--- src/rtl/mini_src_datapath_if.sv ---
// Signal bundle between the Mini SRC control unit (master) and the single-bus datapath (slave).
interface mini_src_datapath_if #(
  parameter int unsigned WIDTH = 32
);
  logic             w_IncPC;
  logic             e_R1, e_R2, e_R3, e_R4, e_R5;
  logic             e_MAR, e_PC, e_IR, e_Y, e_HI, e_LO, e_MDR, e_Z;
  logic             s_PC, s_Zlow, s_Zhigh, s_MDR, s_R2, s_R3, s_R4, s_R5;
  logic             w_read;
  logic             e_alu;
  logic [5:0]       opcode;
  logic [WIDTH-1:0] w_Mdatain;

  logic [WIDTH-1:0]   o_bus;
  logic [WIDTH-1:0]   o_PC, o_IR, o_MAR, o_HI, o_LO;
  logic [2*WIDTH-1:0] o_Z;

  modport master (
    output w_IncPC,
    output e_R1, e_R2, e_R3, e_R4, e_R5,
    output e_MAR, e_PC, e_IR, e_Y, e_HI, e_LO, e_MDR, e_Z,
    output s_PC, s_Zlow, s_Zhigh, s_MDR, s_R2, s_R3, s_R4, s_R5,
    output w_read, e_alu, opcode, w_Mdatain,
    input  o_bus, o_PC, o_IR, o_MAR, o_HI, o_LO, o_Z
  );

  modport slave (
    input  w_IncPC,
    input  e_R1, e_R2, e_R3, e_R4, e_R5,
    input  e_MAR, e_PC, e_IR, e_Y, e_HI, e_LO, e_MDR, e_Z,
    input  s_PC, s_Zlow, s_Zhigh, s_MDR, s_R2, s_R3, s_R4, s_R5,
    input  w_read, e_alu, opcode, w_Mdatain,
    output o_bus, o_PC, o_IR, o_MAR, o_HI, o_LO, o_Z
  );
endinterface

--- src/rtl/mini_src_datapath.sv ---
// Mini SRC single-bus datapath: registers, 64-bit Z and ALU sharing one bus.
// Define MINI_SRC_MULDIV_EN to build the signed multiplier/divider (opcodes 5 and 6).
module mini_src_datapath #(
  parameter int unsigned WIDTH = 32
) (
  input logic                w_clock,
  input logic                w_clear,
  mini_src_datapath_if.slave dp
);
  localparam int unsigned      SHW = $clog2(WIDTH);
  localparam logic [WIDTH-1:0] ONE = WIDTH'(1);
  localparam logic [WIDTH-1:0] MIN = {1'b1, {(WIDTH-1){1'b0}}};

  typedef enum logic [4:0] {
    OP_ADD  = 5'd0,
    OP_SUB  = 5'd1,
    OP_AND  = 5'd2,
    OP_OR   = 5'd3,
    OP_NOT  = 5'd4,
    OP_MUL  = 5'd5,
    OP_DIV  = 5'd6,
    OP_ROL  = 5'd7,
    OP_ROR  = 5'd8,
    OP_SHR  = 5'd9,
    OP_SHRA = 5'd10,
    OP_SHL  = 5'd11,
    OP_NEG  = 5'd12
  } alu_op_e;

  logic [WIDTH-1:0]   r1, r2, r3, r4, r5;
  logic [WIDTH-1:0]   pc, ir, mar, mdr, y, hi, lo;
  logic [2*WIDTH-1:0] z;
  logic [WIDTH-1:0]   bus, mdr_in;
  logic [WIDTH-1:0]   alu_lo, alu_hi;
  logic [2*WIDTH-1:0] dbl, rot_l, rot_r;
  logic [SHW-1:0]     sh;
  alu_op_e            op;
  logic               unused;

  // R1 has no bus driver and opcode[5] is not decoded.
  assign unused = ^{dp.opcode[5], r1};

  always_comb begin
    bus = '0;
    if      (dp.s_PC)    bus = pc;
    else if (dp.s_Zhigh) bus = z[2*WIDTH-1:WIDTH];
    else if (dp.s_Zlow)  bus = z[WIDTH-1:0];
    else if (dp.s_MDR)   bus = mdr;
    else if (dp.s_R2)    bus = r2;
    else if (dp.s_R3)    bus = r3;
    else if (dp.s_R4)    bus = r4;
    else if (dp.s_R5)    bus = r5;
  end

  assign mdr_in = dp.w_read ? dp.w_Mdatain : bus;

  // Rotates take the relevant half of Y concatenated with itself.
  assign sh    = bus[SHW-1:0];
  assign dbl   = {y, y};
  assign rot_l = dbl << sh;
  assign rot_r = dbl >> sh;
  assign op    = alu_op_e'(dp.opcode[4:0]);

`ifdef MINI_SRC_MULDIV_EN
  logic [2*WIDTH-1:0] prod;
  logic [WIDTH-1:0]   quo, rem;

  assign prod = {{WIDTH{y[WIDTH-1]}}, y} * {{WIDTH{bus[WIDTH-1]}}, bus};

  always_comb begin
    if (bus == '0) begin
      quo = '1;
      rem = y;
    end else if (y == MIN && bus == '1) begin
      quo = MIN;
      rem = '0;
    end else begin
      quo = $signed(y) / $signed(bus);
      rem = $signed(y) % $signed(bus);
    end
  end
`endif

  always_comb begin
    alu_lo = '0;
    alu_hi = '0;
    if (dp.w_IncPC) begin
      alu_lo = bus + ONE;
    end else if (dp.e_alu) begin
      case (op)
        OP_ADD:  alu_lo = y + bus;
        OP_SUB:  alu_lo = y - bus;
        OP_AND:  alu_lo = y & bus;
        OP_OR:   alu_lo = y | bus;
        OP_NOT:  alu_lo = ~bus;
        OP_NEG:  alu_lo = '0 - bus;
        OP_ROL:  alu_lo = rot_l[2*WIDTH-1:WIDTH];
        OP_ROR:  alu_lo = rot_r[WIDTH-1:0];
        OP_SHR:  alu_lo = y >> sh;
        OP_SHRA: alu_lo = $signed(y) >>> sh;
        OP_SHL:  alu_lo = y << sh;
`ifdef MINI_SRC_MULDIV_EN
        OP_MUL:  {alu_hi, alu_lo} = prod;
        OP_DIV: begin
          alu_lo = quo;
          alu_hi = rem;
        end
`endif
        default: alu_lo = '0;
      endcase
    end
  end

  always_ff @(posedge w_clock or posedge w_clear) begin
    if (w_clear) begin
      r1  <= '0;
      r2  <= '0;
      r3  <= '0;
      r4  <= '0;
      r5  <= '0;
      pc  <= '0;
      ir  <= '0;
      mar <= '0;
      mdr <= '0;
      y   <= '0;
      hi  <= '0;
      lo  <= '0;
      z   <= '0;
    end else begin
      if (dp.e_R1)  r1  <= bus;
      if (dp.e_R2)  r2  <= bus;
      if (dp.e_R3)  r3  <= bus;
      if (dp.e_R4)  r4  <= bus;
      if (dp.e_R5)  r5  <= bus;
      if (dp.e_PC)  pc  <= bus;
      if (dp.e_IR)  ir  <= bus;
      if (dp.e_MAR) mar <= bus;
      if (dp.e_MDR) mdr <= mdr_in;
      if (dp.e_Y)   y   <= bus;
      if (dp.e_HI)  hi  <= bus;
      if (dp.e_LO)  lo  <= bus;
      if (dp.e_Z)   z   <= {alu_hi, alu_lo};
    end
  end

  assign dp.o_bus = bus;
  assign dp.o_PC  = pc;
  assign dp.o_IR  = ir;
  assign dp.o_MAR = mar;
  assign dp.o_HI  = hi;
  assign dp.o_LO  = lo;
  assign dp.o_Z   = z;
endmodule

--- src/flat_wrapper.sv ---
// flat-port wrapper written by rule: the top's interface ports become plain ports
module mini_src_datapath_flat 
#(
  parameter int unsigned WIDTH = 32
)
  (w_clock, w_clear, dp_w_IncPC, dp_e_R1, dp_e_R2, dp_e_R3, dp_e_R4, dp_e_R5, dp_e_MAR, dp_e_PC, dp_e_IR, dp_e_Y, dp_e_HI, dp_e_LO, dp_e_MDR, dp_e_Z, dp_s_PC, dp_s_Zlow, dp_s_Zhigh, dp_s_MDR, dp_s_R2, dp_s_R3, dp_s_R4, dp_s_R5, dp_w_read, dp_e_alu, dp_opcode, dp_w_Mdatain, dp_o_bus, dp_o_PC, dp_o_IR, dp_o_MAR, dp_o_HI, dp_o_LO, dp_o_Z);
  mini_src_datapath_if #(.WIDTH(WIDTH)) dp_i ();
  input logic w_clock;
  input logic w_clear;
  input wire logic [$bits(dp_i.w_IncPC)-1:0] dp_w_IncPC;
  input wire logic [$bits(dp_i.e_R1)-1:0] dp_e_R1;
  input wire logic [$bits(dp_i.e_R2)-1:0] dp_e_R2;
  input wire logic [$bits(dp_i.e_R3)-1:0] dp_e_R3;
  input wire logic [$bits(dp_i.e_R4)-1:0] dp_e_R4;
  input wire logic [$bits(dp_i.e_R5)-1:0] dp_e_R5;
  input wire logic [$bits(dp_i.e_MAR)-1:0] dp_e_MAR;
  input wire logic [$bits(dp_i.e_PC)-1:0] dp_e_PC;
  input wire logic [$bits(dp_i.e_IR)-1:0] dp_e_IR;
  input wire logic [$bits(dp_i.e_Y)-1:0] dp_e_Y;
  input wire logic [$bits(dp_i.e_HI)-1:0] dp_e_HI;
  input wire logic [$bits(dp_i.e_LO)-1:0] dp_e_LO;
  input wire logic [$bits(dp_i.e_MDR)-1:0] dp_e_MDR;
  input wire logic [$bits(dp_i.e_Z)-1:0] dp_e_Z;
  input wire logic [$bits(dp_i.s_PC)-1:0] dp_s_PC;
  input wire logic [$bits(dp_i.s_Zlow)-1:0] dp_s_Zlow;
  input wire logic [$bits(dp_i.s_Zhigh)-1:0] dp_s_Zhigh;
  input wire logic [$bits(dp_i.s_MDR)-1:0] dp_s_MDR;
  input wire logic [$bits(dp_i.s_R2)-1:0] dp_s_R2;
  input wire logic [$bits(dp_i.s_R3)-1:0] dp_s_R3;
  input wire logic [$bits(dp_i.s_R4)-1:0] dp_s_R4;
  input wire logic [$bits(dp_i.s_R5)-1:0] dp_s_R5;
  input wire logic [$bits(dp_i.w_read)-1:0] dp_w_read;
  input wire logic [$bits(dp_i.e_alu)-1:0] dp_e_alu;
  input wire logic [$bits(dp_i.opcode)-1:0] dp_opcode;
  input wire logic [$bits(dp_i.w_Mdatain)-1:0] dp_w_Mdatain;
  output wire logic [$bits(dp_i.o_bus)-1:0] dp_o_bus;
  output wire logic [$bits(dp_i.o_PC)-1:0] dp_o_PC;
  output wire logic [$bits(dp_i.o_IR)-1:0] dp_o_IR;
  output wire logic [$bits(dp_i.o_MAR)-1:0] dp_o_MAR;
  output wire logic [$bits(dp_i.o_HI)-1:0] dp_o_HI;
  output wire logic [$bits(dp_i.o_LO)-1:0] dp_o_LO;
  output wire logic [$bits(dp_i.o_Z)-1:0] dp_o_Z;
  assign dp_i.w_IncPC = dp_w_IncPC;
  assign dp_i.e_R1 = dp_e_R1;
  assign dp_i.e_R2 = dp_e_R2;
  assign dp_i.e_R3 = dp_e_R3;
  assign dp_i.e_R4 = dp_e_R4;
  assign dp_i.e_R5 = dp_e_R5;
  assign dp_i.e_MAR = dp_e_MAR;
  assign dp_i.e_PC = dp_e_PC;
  assign dp_i.e_IR = dp_e_IR;
  assign dp_i.e_Y = dp_e_Y;
  assign dp_i.e_HI = dp_e_HI;
  assign dp_i.e_LO = dp_e_LO;
  assign dp_i.e_MDR = dp_e_MDR;
  assign dp_i.e_Z = dp_e_Z;
  assign dp_i.s_PC = dp_s_PC;
  assign dp_i.s_Zlow = dp_s_Zlow;
  assign dp_i.s_Zhigh = dp_s_Zhigh;
  assign dp_i.s_MDR = dp_s_MDR;
  assign dp_i.s_R2 = dp_s_R2;
  assign dp_i.s_R3 = dp_s_R3;
  assign dp_i.s_R4 = dp_s_R4;
  assign dp_i.s_R5 = dp_s_R5;
  assign dp_i.w_read = dp_w_read;
  assign dp_i.e_alu = dp_e_alu;
  assign dp_i.opcode = dp_opcode;
  assign dp_i.w_Mdatain = dp_w_Mdatain;
  assign dp_o_bus = dp_i.o_bus;
  assign dp_o_PC = dp_i.o_PC;
  assign dp_o_IR = dp_i.o_IR;
  assign dp_o_MAR = dp_i.o_MAR;
  assign dp_o_HI = dp_i.o_HI;
  assign dp_o_LO = dp_i.o_LO;
  assign dp_o_Z = dp_i.o_Z;
  mini_src_datapath #(.WIDTH(WIDTH)) u_core (.w_clock(w_clock), .w_clear(w_clear), .dp(dp_i));
endmodule
--- config.mk ---
export PLATFORM = sky130hd
export DESIGN_NAME = mini_src_datapath_flat
export DESIGN_NICKNAME = d
export VERILOG_FILES = /design/src/rtl/mini_src_datapath_if.sv /design/src/rtl/mini_src_datapath.sv /design/src/flat_wrapper.sv
export SDC_FILE = /design/constraint.sdc
export NUM_CORES = 2
export LEC_CHECK = 0
export CAP_MARGIN = 20
export CORE_ASPECT_RATIO = 1.25
export CORE_MARGIN = 4
export CORE_UTILIZATION = 58
export DETAILED_ROUTE_END_ITERATION = 10
export GPL_TIMING_DRIVEN = 0
export PLACE_DENSITY = 0.82
export REMOVE_ABC_BUFFERS = 1
export SYNTH_ARGS = -nofsm -noshare
export SYNTH_HDL_FRONTEND = slang
export SYNTH_SLANG_ARGS = --single-unit
--- constraint.sdc ---
create_clock -name w_clock -period 18.48 [get_ports w_clock]
set_clock_uncertainty 0.05 [all_clocks]
set_input_delay 5.544 -clock w_clock [delete_from_list [all_inputs] [get_ports w_clock]]
set_output_delay 5.544 -clock w_clock [all_outputs]
set_load 0.005 [all_outputs]
==> summary by stage <==
Critical path
The worst setup path category is input pin to primary output. The register-to-register path setup slack is 11080 ps. Of all nets on the critical path, the largest fanout is 72. The endpoint of the worst setup timing path is dp_o_bus[1]. The arrival time of data at the critical path endpoint is 10540 ps.

STA classifies the critical path startpoint as an input pin. The endpoint identified for the worst register-to-register timing path is u_core.dp.o_Z[26]$_DFFE_PP0P_. The worst setup path is captured at a primary output. The worst register-to-register path has a depth of 23.

The launch point of the worst reg-to-reg path is u_core.dp.o_Z[0]$_DFFE_PP0P_. STA puts the critical path data required time at 12890 ps. The beginning of the critical path is dp_s_Zhigh.

Synth
Sorting the synthesized cells by area gives the leading types as dfrtp_1 34%, a21oi_1 9.5%, mux2i_1 6.9%. The number of unique standard cell types used by synthesis is 96. The share of synthesized area in the top cell type comes to 0.341.

The most common cell in the synthesized netlist is a21oi_1. After synthesis the netlist holds a flip-flop and latch count of 384. After synthesis, the mean cell area works out to 8.04 µm². The cell area after technology mapping is 0.0282 mm². The commonest cells after synthesis are 533 x a21oi_1, 440 x nor2_1, 384 x dfrtp_1.

The number of enable-type register cells in the synthesized netlist is 0. After technology mapping, the gate count stands at 3508. Among all flip-flop cells after synthesis, the most frequent one is dfrtp_1.

Of all flip-flops after synthesis, the portion carrying an async set or reset was 1.00. The dominant cell type by area after synthesis is dfrtp_1. During synthesis, Yosys emitted a total of 0 warnings. For this run, the register share of the synthesized area comes to 0.341.

Power and ir drop
The design draws 3.33 mW. The peak supply drop is 82.5 µV. The cell leakage power is 14.3 nW. The power density of the placed cells is 100 mW/mm².

Layout
The number of antenna diodes in the final layout is 0. The share of layout cells above drive strength 1 is 0.0803. At the end of the flow, the number of nets in the layout was 3780. The area growth from synthesis to layout is 18.0%.

The sequential cell area is 0.00961 mm². The fill cell instance count of the final layout is 3616. The number of standard cells in the layout, taps in and fillers out is 4293.

The footprint of the multi-input gates is 0.0171 mm². The utilization after layout is 0.691.

CTS
Post-CTS timing repair inserted 0 buffers for setup. The maximum buffer depth of the clock tree is 3. The clock latency of the later-clocked register in the worst-skew pair is 590 ps.

The number of buffers added by the clock tree synthesis step is 39. The quantity of gates resized following cts is 0. The clock net in this run drives a total of 384 sinks. Hold repair after CTS inserted 0 buffers. TritonCTS built the clock tree. The H-tree generated during clock tree synthesis spans 2 levels.

CTS placed an instance of clkbuf_16 at the clock tree root. The clock slew seen by the registers of the worst setup and hold paths is 60 ps.

Route
The antenna violation net count after detailed routing is 0. The routed layout has 30700 vias. The average wire per standard cell is 30.9 µm.

After detailed routing, the number of remaining DRC violations is 0. Dividing the detail-routed via count by the number of cells gives 7.16. After the first detailed-routing iteration, the DRC count stood at 4998. The total wire length is 133 mm.

Before antenna repair, the detailed router went through 10 iterations.

Die
The overall die width is 205 µm. The number of rows created at floorplan is 90. The total die area is 0.0523 mm². The die is 255 µm tall. The core region is 0.0482 mm². During I/O placement, the number of pins put on the boundary was 320. The effective utilization at floorplan is 0.586.

Job
The number of maximum-capacitance violations is 0.

Place
The routability congestion estimate is 1.12. The post-DP HPWL is 95.0 mm. Before CTS, the worst setup slack after placement is 2650 ps. Input and output buffers added on the ports amount to 285. Once placement completed, the tool counted placed cells totaling 4219.

STA
The transition at the pin with the smallest max-transition slack is 1370 ps. The setup-violating endpoint count in the final report is 0. The highest attainable clock frequency is 0.0620 GHz. The minimum period implied by the final worst setup slack is 16140 ps.

The max-slew violation total from the final report is 0. Setup repair after global routing left no endpoint under its margin. Setup slack on the critical path of the routed design comes to 2340 ps. Dividing the final minimum period by the clock period gives 0.873. Measured against its own limit, the worst slew margin works out to 0.0801. The number of hold violations in the final report is 0.

Global route
The number of antenna violations at the first check in global routing is 5. The global router's overall resource usage is 0.487. The via count of the first global-routing pass is 29100. The wire length of the first global-routing pass is 191 mm.

The largest net degree at the start of global routing is 125. For this run the aggregate overflow at the end of global routing stands at 0.

Min path
The min-delay analysis places its worst path in the category register to register.

Run status
The run finished with clean final reports.
[power breakdown]
part           total [mW]  internal (mW)  switching, mW
clock network       0.828          0.455          0.372
registers            1.08          0.954          0.130
logic                1.42          0.536          0.885
[cells by family after synthesis]
kind of cell               Yosys count  synth area share
AOI/OAI and AO/OA                 1172             0.256
and+or+nand+nor                   1076             0.173
buffers and inverters              442            0.0663
DFF                                384             0.341
muxes                              269             0.101
adders and majority gates           95            0.0426
xor gates and xnor gates            69            0.0214
other                                1          0.000133
[cell type report]
class	count	area share
flip-flops and latches	384	0.288
repair buffers	370	0.123
inverters	114	0.0133
multi-input cells	2713	0.512
clock inverters	10	0.00462
clock buffers	58	0.0338
well taps	644	0.0242
[cells in the final DEF, fill, tap and decap left out, drive strengths merged, types with 17 or more instances in the layout]
master | Yosys | layout
a31oi | 23 | 23
nor2 | 441 | 441
a211oi | 53 | 53
and3 | 19 | 19
dfrtp | 384 | 384
nand4 | 20 | 20
clkdlybuf4s50 | 0 | 264
mux2 | 70 | 70
a21o | 34 | 34
mux2i | 194 | 194
a21oi | 533 | 533
conb | 1 | 32
a221oi | 64 | 64
o21ai | 198 | 198
or3 | 17 | 17
nand3b | 23 | 23
o21a | 18 | 18
nor3 | 50 | 50
nand3 | 73 | 73
inv | 112 | 115
buf | 119 | 104
clkbuf | 209 | 60
nor3b | 19 | 19
o211ai | 38 | 38
o22ai | 36 | 36
and2 | 20 | 20
a2111oi | 18 | 18
xnor2 | 58 | 58
nand2 | 302 | 302
ha | 92 | 92
a22oi | 27 | 27
nor2b | 36 | 36
[worst min-delay path by stage]
stage	startpoint	to	slack (ps)	cells after the start
2_1_floorplan	u_core.mdr[8]$_DFFE_PP0P_	u_core.mdr[8]$_DFFE_PP0P_	420	1
3_3_place_gp	u_core.r2[22]$_DFFE_PP0P_	u_core.r2[22]$_DFFE_PP0P_	440	1
3_5_place_dp	u_core.mdr[26]$_DFFE_PP0P_	u_core.mdr[26]$_DFFE_PP0P_	440	1
4_1_cts	u_core.mdr[26]$_DFFE_PP0P_	u_core.mdr[26]$_DFFE_PP0P_	460	1
5_1_grt	u_core.r4[1]$_DFFE_PP0P_	u_core.r4[1]$_DFFE_PP0P_	470	1
6_report	u_core.r4[1]$_DFFE_PP0P_	u_core.r4[1]$_DFFE_PP0P_	460	1
[worst max-delay path, stage by stage]
cell             delay, ps
clkdlybuf4s50_1        850
or2_2                  760
o21ai_1                920
nand2_4                590
buf_16                 420
inv_4                  750
clkdlybuf4s50_1        660
[flip-flops by register name, indices dropped and copies added, names as in the netlist]
name and count:
u_core.dp.o_LO 32, u_core.mdr 32, u_core.r3 32, u_core.r5 32, u_core.dp.o_IR 32, u_core.dp.o_PC 32
u_core.dp.o_MAR 32, u_core.r4 32, u_core.dp.o_HI 32, u_core.dp.o_Z 32, u_core.y 32, u_core.r2 32
[per-stage QoR]
step	hold slack [ps]	setup TNS [ps]	area (µm²)
finish	460	0	33300
global route	468	0	33300
CTS	458	0	33300
detailed placement	443	0	32000
global placement	435	-1340060	30600
floorplan	421	-14860	26900
[routing by layer]
metal	vias up	wire length, µm	GRT usage
li1	12800	-	-
met1	14600	46600	0.619
met2	2602	56900	0.716
met3	671	17600	0.151
met4	8	11400	0.324
met5	-	49	0
Power figures use the tool's default switching activity.
